===== src/rtl/lcd_pkg.sv =====
// Shared definitions for the HD44780 4-bit bus blocks: command codes, busy-flag
// position, the reader state encoding and the per-slot bus drive helper.
package lcd_pkg;

    localparam logic [7:0] LCD_CMD_SET_CGRAM = 8'h40;
    localparam logic [7:0] LCD_CMD_SET_DDRAM = 8'h80;
    localparam int         LCD_BF_BIT        = 3;

    typedef enum logic [2:0] {
        ST_IDLE,
        ST_CMD_HI,
        ST_CMD_LO,
        ST_BF_HI,
        ST_BF_LO,
        ST_RD_HI,
        ST_RD_LO,
        ST_FIN
    } rd_state_t;

    typedef struct packed {
        logic       rs;
        logic       rw;
        logic       oe;
        logic [3:0] dout;
    } lcd_bus_t;

    localparam lcd_bus_t LCD_BUS_IDLE = '0;

    // Bus levels held for the whole slot belonging to state st.
    function automatic lcd_bus_t slot_bus(input rd_state_t st, input logic [7:0] cmd);
        lcd_bus_t b;
        b = LCD_BUS_IDLE;
        case (st)
            ST_CMD_HI: b = '{rs: 1'b0, rw: 1'b0, oe: 1'b1, dout: cmd[7:4]};
            ST_CMD_LO: b = '{rs: 1'b0, rw: 1'b0, oe: 1'b1, dout: cmd[3:0]};
            ST_BF_HI,
            ST_BF_LO:  b = '{rs: 1'b0, rw: 1'b1, oe: 1'b0, dout: 4'h0};
            ST_RD_HI,
            ST_RD_LO:  b = '{rs: 1'b1, rw: 1'b1, oe: 1'b0, dout: 4'h0};
            default:   b = LCD_BUS_IDLE;
        endcase
        return b;
    endfunction

    function automatic logic [7:0] set_addr_cmd(input logic ram_sel, input logic [6:0] addr);
        return ram_sel ? (LCD_CMD_SET_DDRAM | {1'b0, addr})
                       : (LCD_CMD_SET_CGRAM | {2'b00, addr[5:0]});
    endfunction

endpackage


===== src/rtl/lcd_nibble_slot.sv =====
// E-strobe timing for one nibble slot: E_HALF cycles low, E_HALF cycles high.
// sample/slot_done mark the last e=1 cycle; the phase restarts while run=0.
module lcd_nibble_slot #(
    parameter int E_HALF = 1
) (
    input  logic clk,
    input  logic rst,
    input  logic run,
    output logic e,
    output logic sample,
    output logic slot_done
);
    localparam int SLOT_LEN = 2 * E_HALF;
    localparam int CW       = $clog2(SLOT_LEN);

    logic [CW-1:0] phase_reg;

    always_ff @(posedge clk) begin
        if (rst || !run) begin
            phase_reg <= '0;
        end else if (phase_reg == CW'(SLOT_LEN - 1)) begin
            phase_reg <= '0;
        end else begin
            phase_reg <= phase_reg + CW'(1);
        end
    end

    assign e         = run && (phase_reg >= CW'(E_HALF));
    assign slot_done = run && (phase_reg == CW'(SLOT_LEN - 1));
    assign sample    = slot_done;

endmodule


===== src/rtl/lcd_ram_reader.sv =====
// Reads CGRAM/DDRAM bytes back over the HD44780 4-bit bus: set address,
// poll the busy flag, then stream count bytes relying on LCD auto-increment.
module lcd_ram_reader #(
    parameter int E_HALF       = 1,
    parameter int BF_MAX_POLLS = 255
) (
    input  logic       clk,
    input  logic       rst,
    input  logic       req,
    input  logic       ram_sel,
    input  logic [6:0] addr,
    input  logic [5:0] count,
    output logic       rs,
    output logic       rw,
    output logic       e,
    output logic [3:0] data_out,
    output logic       data_oe,
    input  logic [3:0] data_in,
    output logic       busy,
    output logic       rd_valid,
    output logic [7:0] rd_byte,
    output logic [5:0] rd_index,
    output logic       done,
    output logic       err
);
    import lcd_pkg::*;

    localparam int PW = $clog2(BF_MAX_POLLS + 1);

    rd_state_t     state_reg;
    lcd_bus_t      bus_reg;
    logic          busy_reg, err_reg, done_reg, rd_valid_reg, bf_reg;
    logic [7:0]    rd_byte_reg, cmd_reg;
    logic [5:0]    rd_index_reg, idx_reg, count_reg;
    logic [3:0]    hi_reg;
    logic [PW-1:0] poll_reg;
    logic          sample, slot_done;

    // The slot timer only runs while the bus is owned, so e drops the cycle busy does.
    lcd_nibble_slot #(.E_HALF(E_HALF)) u_slot (
        .clk       (clk),
        .rst       (rst),
        .run       (busy_reg),
        .e         (e),
        .sample    (sample),
        .slot_done (slot_done)
    );

    always_ff @(posedge clk) begin
        if (rst) begin
            state_reg    <= ST_IDLE;
            bus_reg      <= LCD_BUS_IDLE;
            busy_reg     <= 1'b0;
            err_reg      <= 1'b0;
            done_reg     <= 1'b0;
            rd_valid_reg <= 1'b0;
            bf_reg       <= 1'b0;
            rd_byte_reg  <= '0;
            cmd_reg      <= '0;
            rd_index_reg <= '0;
            idx_reg      <= '0;
            count_reg    <= '0;
            hi_reg       <= '0;
            poll_reg     <= '0;
        end else begin
            rd_valid_reg <= 1'b0;
            done_reg     <= 1'b0;
            case (state_reg)
                ST_IDLE, ST_FIN: begin
                    state_reg <= ST_IDLE;
                    if (req && count != 6'd0) begin
                        state_reg <= ST_CMD_HI;
                        cmd_reg   <= set_addr_cmd(ram_sel, addr);
                        bus_reg   <= slot_bus(ST_CMD_HI, set_addr_cmd(ram_sel, addr));
                        count_reg <= count;
                        idx_reg   <= '0;
                        poll_reg  <= '0;
                        busy_reg  <= 1'b1;
                        err_reg   <= 1'b0;
                    end
                end
                ST_CMD_HI: if (slot_done) begin
                    state_reg <= ST_CMD_LO;
                    bus_reg   <= slot_bus(ST_CMD_LO, cmd_reg);
                end
                ST_CMD_LO: if (slot_done) begin
                    state_reg <= ST_BF_HI;
                    bus_reg   <= slot_bus(ST_BF_HI, cmd_reg);
                end
                ST_BF_HI: if (sample) begin
                    bf_reg    <= data_in[LCD_BF_BIT];
                    state_reg <= ST_BF_LO;
                    bus_reg   <= slot_bus(ST_BF_LO, cmd_reg);
                end
                ST_BF_LO: if (slot_done) begin
                    if (!bf_reg) begin
                        state_reg <= ST_RD_HI;
                        bus_reg   <= slot_bus(ST_RD_HI, cmd_reg);
                    end else if (poll_reg == PW'(BF_MAX_POLLS - 1)) begin
                        // LCD never came ready: release the bus and flag it.
                        err_reg   <= 1'b1;
                        done_reg  <= 1'b1;
                        busy_reg  <= 1'b0;
                        state_reg <= ST_IDLE;
                        bus_reg   <= LCD_BUS_IDLE;
                    end else begin
                        poll_reg  <= poll_reg + PW'(1);
                        state_reg <= ST_BF_HI;
                        bus_reg   <= slot_bus(ST_BF_HI, cmd_reg);
                    end
                end
                ST_RD_HI: if (sample) begin
                    hi_reg    <= data_in;
                    state_reg <= ST_RD_LO;
                    bus_reg   <= slot_bus(ST_RD_LO, cmd_reg);
                end
                ST_RD_LO: if (sample) begin
                    rd_byte_reg  <= {hi_reg, data_in};
                    rd_index_reg <= idx_reg;
                    rd_valid_reg <= 1'b1;
                    if (idx_reg == count_reg - 6'd1) begin
                        done_reg  <= 1'b1;
                        busy_reg  <= 1'b0;
                        state_reg <= ST_FIN;
                        bus_reg   <= LCD_BUS_IDLE;
                    end else begin
                        idx_reg   <= idx_reg + 6'd1;
                        state_reg <= ST_RD_HI;
                        bus_reg   <= slot_bus(ST_RD_HI, cmd_reg);
                    end
                end
                default: state_reg <= ST_IDLE;
            endcase
        end
    end

    assign rs       = bus_reg.rs;
    assign rw       = bus_reg.rw;
    assign data_out = bus_reg.dout;
    assign data_oe  = bus_reg.oe;
    assign busy     = busy_reg;
    assign rd_valid = rd_valid_reg;
    assign rd_byte  = rd_byte_reg;
    assign rd_index = rd_index_reg;
    assign done     = done_reg;
    assign err      = err_reg;

endmodule

===== config.mk =====
export PLATFORM = sky130hd
export DESIGN_NAME = lcd_ram_reader
export DESIGN_NICKNAME = d
export VERILOG_FILES = /design/src/rtl/lcd_pkg.sv /design/src/rtl/lcd_nibble_slot.sv /design/src/rtl/lcd_ram_reader.sv
export SDC_FILE = /design/constraint.sdc
export NUM_CORES = 1
export LEC_CHECK = 0
export CORE_MARGIN = 3
export CORE_UTILIZATION = 41
export CTS_CLUSTER_DIAMETER = 50
export DETAILED_ROUTE_END_ITERATION = 10
export GPL_TIMING_DRIVEN = 0
export HOLD_SLACK_MARGIN = 0.15
export SYNTH_ARGS = -nofsm -noshare
export SYNTH_HDL_FRONTEND = slang
export SYNTH_SLANG_ARGS = --single-unit

===== constraint.sdc =====
create_clock -name clk -period 6.1 [get_ports clk]
set_clock_uncertainty 0.05 [all_clocks]
set_input_delay 1.22 -clock clk [delete_from_list [all_inputs] [get_ports clk]]
set_output_delay 1.22 -clock clk [all_outputs]
set_load 0.02 [all_outputs]

# [After elaboration in Yosys (flattened, before gate mapping)]
# Cells that the tools add are included.
[totals] elab_cells=120 output_inout_bits=26 input_bits=21 register_bits=58
[op_classes] n_bitwise=1 reduce_logical=24 addsub=4 n_lt_le_gt_ge=1 n_eq_ne=22 muxes=50
[op_table] operator="7-bit 2-to-1 mux" n=8
[op_table] operator="7-bit case mux with 6 select lines" n=1
[op_table] operator="8-bit 2-to-1 mux" n=5
[op_table] operator="6-bit 2-to-1 mux" n=4
[op_table] operator="2-bit inequality test (second input constant)" n=12
[op_table] operator="3-bit 2-to-1 mux" n=7
[op_table] operator="3-bit case mux with 7 select lines" n=1
[op_table] operator="1-bit 2-to-1 mux" n=17
[op_table] operator="8-bit case mux with 2 select lines" n=1
[op_table] operator="3-bit equality test (second input constant)" n=4
[op_table] operator="6-bit case mux with 2 select lines" n=1
[op_table] operator="6-bit AND reduction" n=2
[op_table] operator="5-bit AND reduction" n=2
[op_table] operator="8-bit by 1-bit adder with 8-bit output (second input constant)" n=1
[op_table] operator="8-bit equality test (second input constant)" n=1
[op_table] operator="2-bit AND reduction" n=4
[op_table] operator="2-bit OR reduction" n=4
[op_table] operator="7-bit AND reduction" n=1
[op_table] operator="6-bit by 1-bit adder with 6-bit output (second input constant)" n=1
[op_table] operator="3-bit by 2-bit equality test with 1-bit output (second input constant)" n=2
[op_table] operator="6-bit equality test" n=1
[op_table] operator="6-bit nonzero test" n=1
[op_table] operator="6-bit by 1-bit subtractor with 6-bit output (second input constant)" n=1
[op_table] operator="2-bit 2-to-1 mux" n=2
[op_table] operator="other kinds (14)" n=18

# [Logic depth before layout (Yosys ltp)]
[logic_depth] word_depth=5 mapped_depth=7

# [Modules after synthesis]
# A second synthesis with hierarchy kept.
[unflattened] hier_cells=337 area_unflattened_um2=2830.2
[by_module_without_submodules] mod="lcd_ram_reader" n_inst=1 area_each_um2=2775.2 seq_area_each_um2=1141.1 cells_per_inst=332
[by_module_without_submodules] mod="lcd_nibble_slot" n_inst=1 area_each_um2=55.1 seq_area_each_um2=20.0 cells_per_inst=5

# [Worst setup path after synthesis]
# Ideal clock, no wire load.
[synth_timing] path_kind="input-to-reg" from="in count[0]" to="reg count_reg[0]" setup_time_ps=71 t_arrival_ps=2413 path_stages=5 setup_slack_ps=3566 path_buffers=1 cell_sequence="nor4_2 a221o_1 clkbuf_1 nand2_1 a21oi_1"
[synth_between] elab_chain_cells=3
[synth_rtl] item="start: declaration" line="lcd_ram_reader.sv:12" text="input logic [5:0] count,"
[synth_rtl] item="6-bit nonzero test" line="lcd_ram_reader.sv:71" text="if (req && count != 6'd0) begin"
[synth_rtl] item="1-bit logical AND" line="lcd_ram_reader.sv:71"
[synth_rtl] item="2-bit AND reduction (no line)"
[synth_rtl] item="end signal: assignment" line="lcd_ram_reader.sv:75" text="count_reg <= count;"
[synth_rtl] item="end: declaration" line="lcd_ram_reader.sv:34" text="logic [5:0] rd_index_reg, idx_reg, count_reg;"
# Parallel ways exist; a longest one is shown, timed or not.
# A chain may end at the register's enable or synchronous reset.

# [Final worst setup path]
[layout_timing] from="reg busy_reg (netlist: busy)" to="out e"
[layout_between] elab_chain_cells=1
[layout_rtl] item="start: declaration" line="lcd_ram_reader.sv:32" text="logic busy_reg, err_reg, done_reg, rd_valid_reg, bf_reg;"
[layout_rtl] item="start signal: assignment" line="lcd_ram_reader.sv:53" text="busy_reg <= 1'b0;"
[layout_rtl] item="start signal: assignment" line="lcd_ram_reader.sv:78" text="busy_reg <= 1'b1;"
[layout_rtl] item="start signal: assignment" line="lcd_ram_reader.sv:103" text="busy_reg <= 1'b0;"
[layout_rtl] item="1-bit logical AND" line="lcd_nibble_slot.sv:28" text="assign e = run && (phase_reg >= CW'(E_HALF));"
[layout_rtl] item="end: declaration" line="lcd_ram_reader.sv:15" text="output logic e,"
# No other way between the ends.

==> flow_metrics.tcl <==
set metrics [dict create \
    die_area_um2 7750 \
    reg2reg_from "count_reg[0]" \
    post_cts_resized 0 \
    hold_viol 0 \
    relSlewSlack 0.360 \
    critPathArrivalTime_ps 1880 \
    fin_crit_sh 0.517 \
    avgSynthCellArea_um2 8.18 \
    syn_inst 337 \
    coreArea_um2 6420 \
    endpoint "e" \
    cp-startpoint "busy" \
    cts_root_buffer "clkbuf_8" \
    fmax_mhz 317 \
    syn-num-nets 362 \
    rsz0062_at_grt "no" \
    setup_violations 0 \
    placed_cells 460 \
    cts_sinks 58 \
    synth_compound_area_frac 0.177 \
    r2r_setup_slack_ps 3670 \
    place_ws_ps 2760 \
    maxCapViolations 0 \
    synthAdderAreaFrac 0.0181 \
    reg2regPathDepth 7 \
    worstSetupStartpointType "flop" \
    antenna_found_initial 0 \
    yosysSeqAreaShare 0.421 \
    start_util 0.429 \
    drive_gt1_frac 0.0702 \
    h-tree-depth 3 \
    drtIter0Drc 130 \
    via_per_inst 5.25 \
    period_minus_slack_ps 3150 \
    postCtsSetupBuffers 0 \
    yosys.area.top_type_share 0.421 \
    final_antenna_net_count 0 \
    end_kind "output port" \
    grt_max_degree 11 \
    wl_um 6780 \
    cts_hold_buffers 0 \
    finalWeightedCongestion 0.871 \
    synth_top_family_by_area "simple AND/OR/NAND/NOR gates" \
    slew_violations 0 \
    ys_ff_latch 58 \
    clk_pin_slew_ps 60 \
    cp_max_fo 9 \
    fin_cells 476 \
    grt_pass1_wl_um 11200 \
    cellPowerDensity_nw_per_um2 236 \
    clockBufferDepth 2 \
    die_h_um 88.0 \
    die_w_um 88.0 \
    required_ps 4830 \
    setup_slack_ps 2950 \
    grt_overflow 0 \
    post-dp-hpwl_um 4770 \
    tns_ps 0 \
    nNetsFinal 419 \
    wl_per_cell_um 14.2 \
    worstMarginPinSlew_ps 952 \
    synth_edf_count 0 \
    synth_area_um2 2760 \
    numCtsBuffers 9 \
    portBuffers 46 \
    ys_types 51 \
    outcome "finished clean" \
    synth-xor-area-share 0.0349 \
    ys_warn_count 0 \
    critical_path_class "reg -> out" \
    clock_latency_ps 330 \
    ys.flop_type "dfxtp_1" \
    num_rows 29 \
    yosys.area.top_type "dfxtp_1" \
    yosys-top-cells-area "dfxtp_1, nand2_1, a21oi_1, mux2i_1, nor2_1" \
    synthArstFlopShare 0 \
    grtUsageTotal 0.188 \
    antenna_cells 0 \
    route.detailed.drc 0 \
    synth_mux_area_frac 0.0508 \
    io_pins 47 \
    firstDrtPassIters 4 \
    synth.most_common_cell "nand2_1" \
    vdd_drop_max_mv 0.107 \
    dr_total_vias 2500 \
    synth_common_cells "nand2_1, dfxtp_1, a21oi_1" \
    p_leak_nw 1.21 \
    area_growth_pct 26.9 \
    tritoncts "done" \
    timing.rr.end "rw" \
    min_path_type "reg -> reg" \
    synthSimpleGateAreaFrac 0.261 \
    hold_ws_ps 401 \
    grt_pass1_vias 2286 \
]
-- per-layer routing --
layer / vias up / share of wire / global-route usage
met5: - / 0 / 0
li1: 1298 / - / -
met2: 73 / 0.44 / 0.285
met1: 1115 / 0.48 / 0.254
met4: 0 / 0.019 / 0.0783
met3: 14 / 0.062 / 0.0480
-- cells in the final DEF (no fill, tap or decap), types with 2 or more instances in the layout --
cell type        Yosys  routed
clkdlybuf4s50_1      0      46
a21oi_1             42      42
o31ai_1              2       2
xnor2_1              4       4
buf_1                2       2
nand2_1             75      75
clkinv_2             0       4
nor2_1              21      21
dfxtp_1             58      58
nor2b_1              2       2
xor2_1               7       7
clkbuf_1            14      15
inv_1                7       7
nor3_1               4       4
or2_2                2       2
and2_1               2       2
o21ai_0              7       7
nand4_1              6       6
ha_1                 4       4
or3_1                8       8
clkbuf_8             0       9
nand2b_1             6       6
buf_2                2       2
mux2i_1             14      14
a2111oi_0            2       2
nand3_1             14      14
and3_1               3       3
a211oi_1             3       3
-- worst max-delay path, stage by stage, from the launching register on --
cell and delay, ps:
dfxtp_1 400, nand2_1 250, inv_2 250, clkdlybuf4s50_1 650
-- worst min-delay path by stage --
stage                           from               end  slack [ps]  cells after the start
finish                   rd_index[3]       rd_index[3]         400                      2
detailed placement  u_slot.phase_reg  u_slot.phase_reg         390                      1
global placement          rd_byte[7]        rd_byte[7]         390                      2
floorplan           u_slot.phase_reg  u_slot.phase_reg         370                      1
CTS                        hi_reg[3]        rd_byte[7]         400                      2
global route             rd_index[0]       rd_index[0]         420                      2
-- where the power goes --
part / internal [W] / switching, W / leakage (nW) / total, W
clock network: 0.000186 / 0.000153 / 0.0958 / 0.000339
logic: 0.0000424 / 0.0000504 / 0.642 / 0.0000928
registers: 0.000388 / 0.00000787 / 0.471 / 0.000396
total: 0.000616 / 0.000211 / 1.21 / 0.000827
-- cells by family (layout without fill, tap and decap cells) --
kind of cell / Yosys count / in the layout
XOR/XNOR: 11 / 11
flip-flops: 58 / 58
multiplexers: 14 / 14
AO/OA/AOI/OAI: 73 / 73
buffers and inverters: 26 / 88
AND/OR/NAND/NOR: 151 / 151
adder cells (fa/ha/maj): 4 / 4
-- layout make-up --
cell class	instances	area (um2)
fill	648	2920
multi-input combinational	253	1500
sequential	58	1160
timing repair buffer	46	460
clock buffer	10	128
tap	77	96.3
buffer	18	70.1
clock inverter	6	57.6
inverter	8	30.0
-- per-stage QoR --
| stage | cell area (um2) | util | power, W |
|---|---|---|---|
| floorplan | 2760 | - | 0.000459 |
| global placement | 3310 | 0.516 | 0.000496 |
| detailed placement | 3310 | 0.516 | 0.000497 |
| CTS | 3500 | 0.545 | 0.000837 |
| global route | 3500 | 0.545 | 0.000864 |
| finish | 3500 | 0.545 | 0.000827 |
Note: power is estimated with default switching activity, not from simulation.
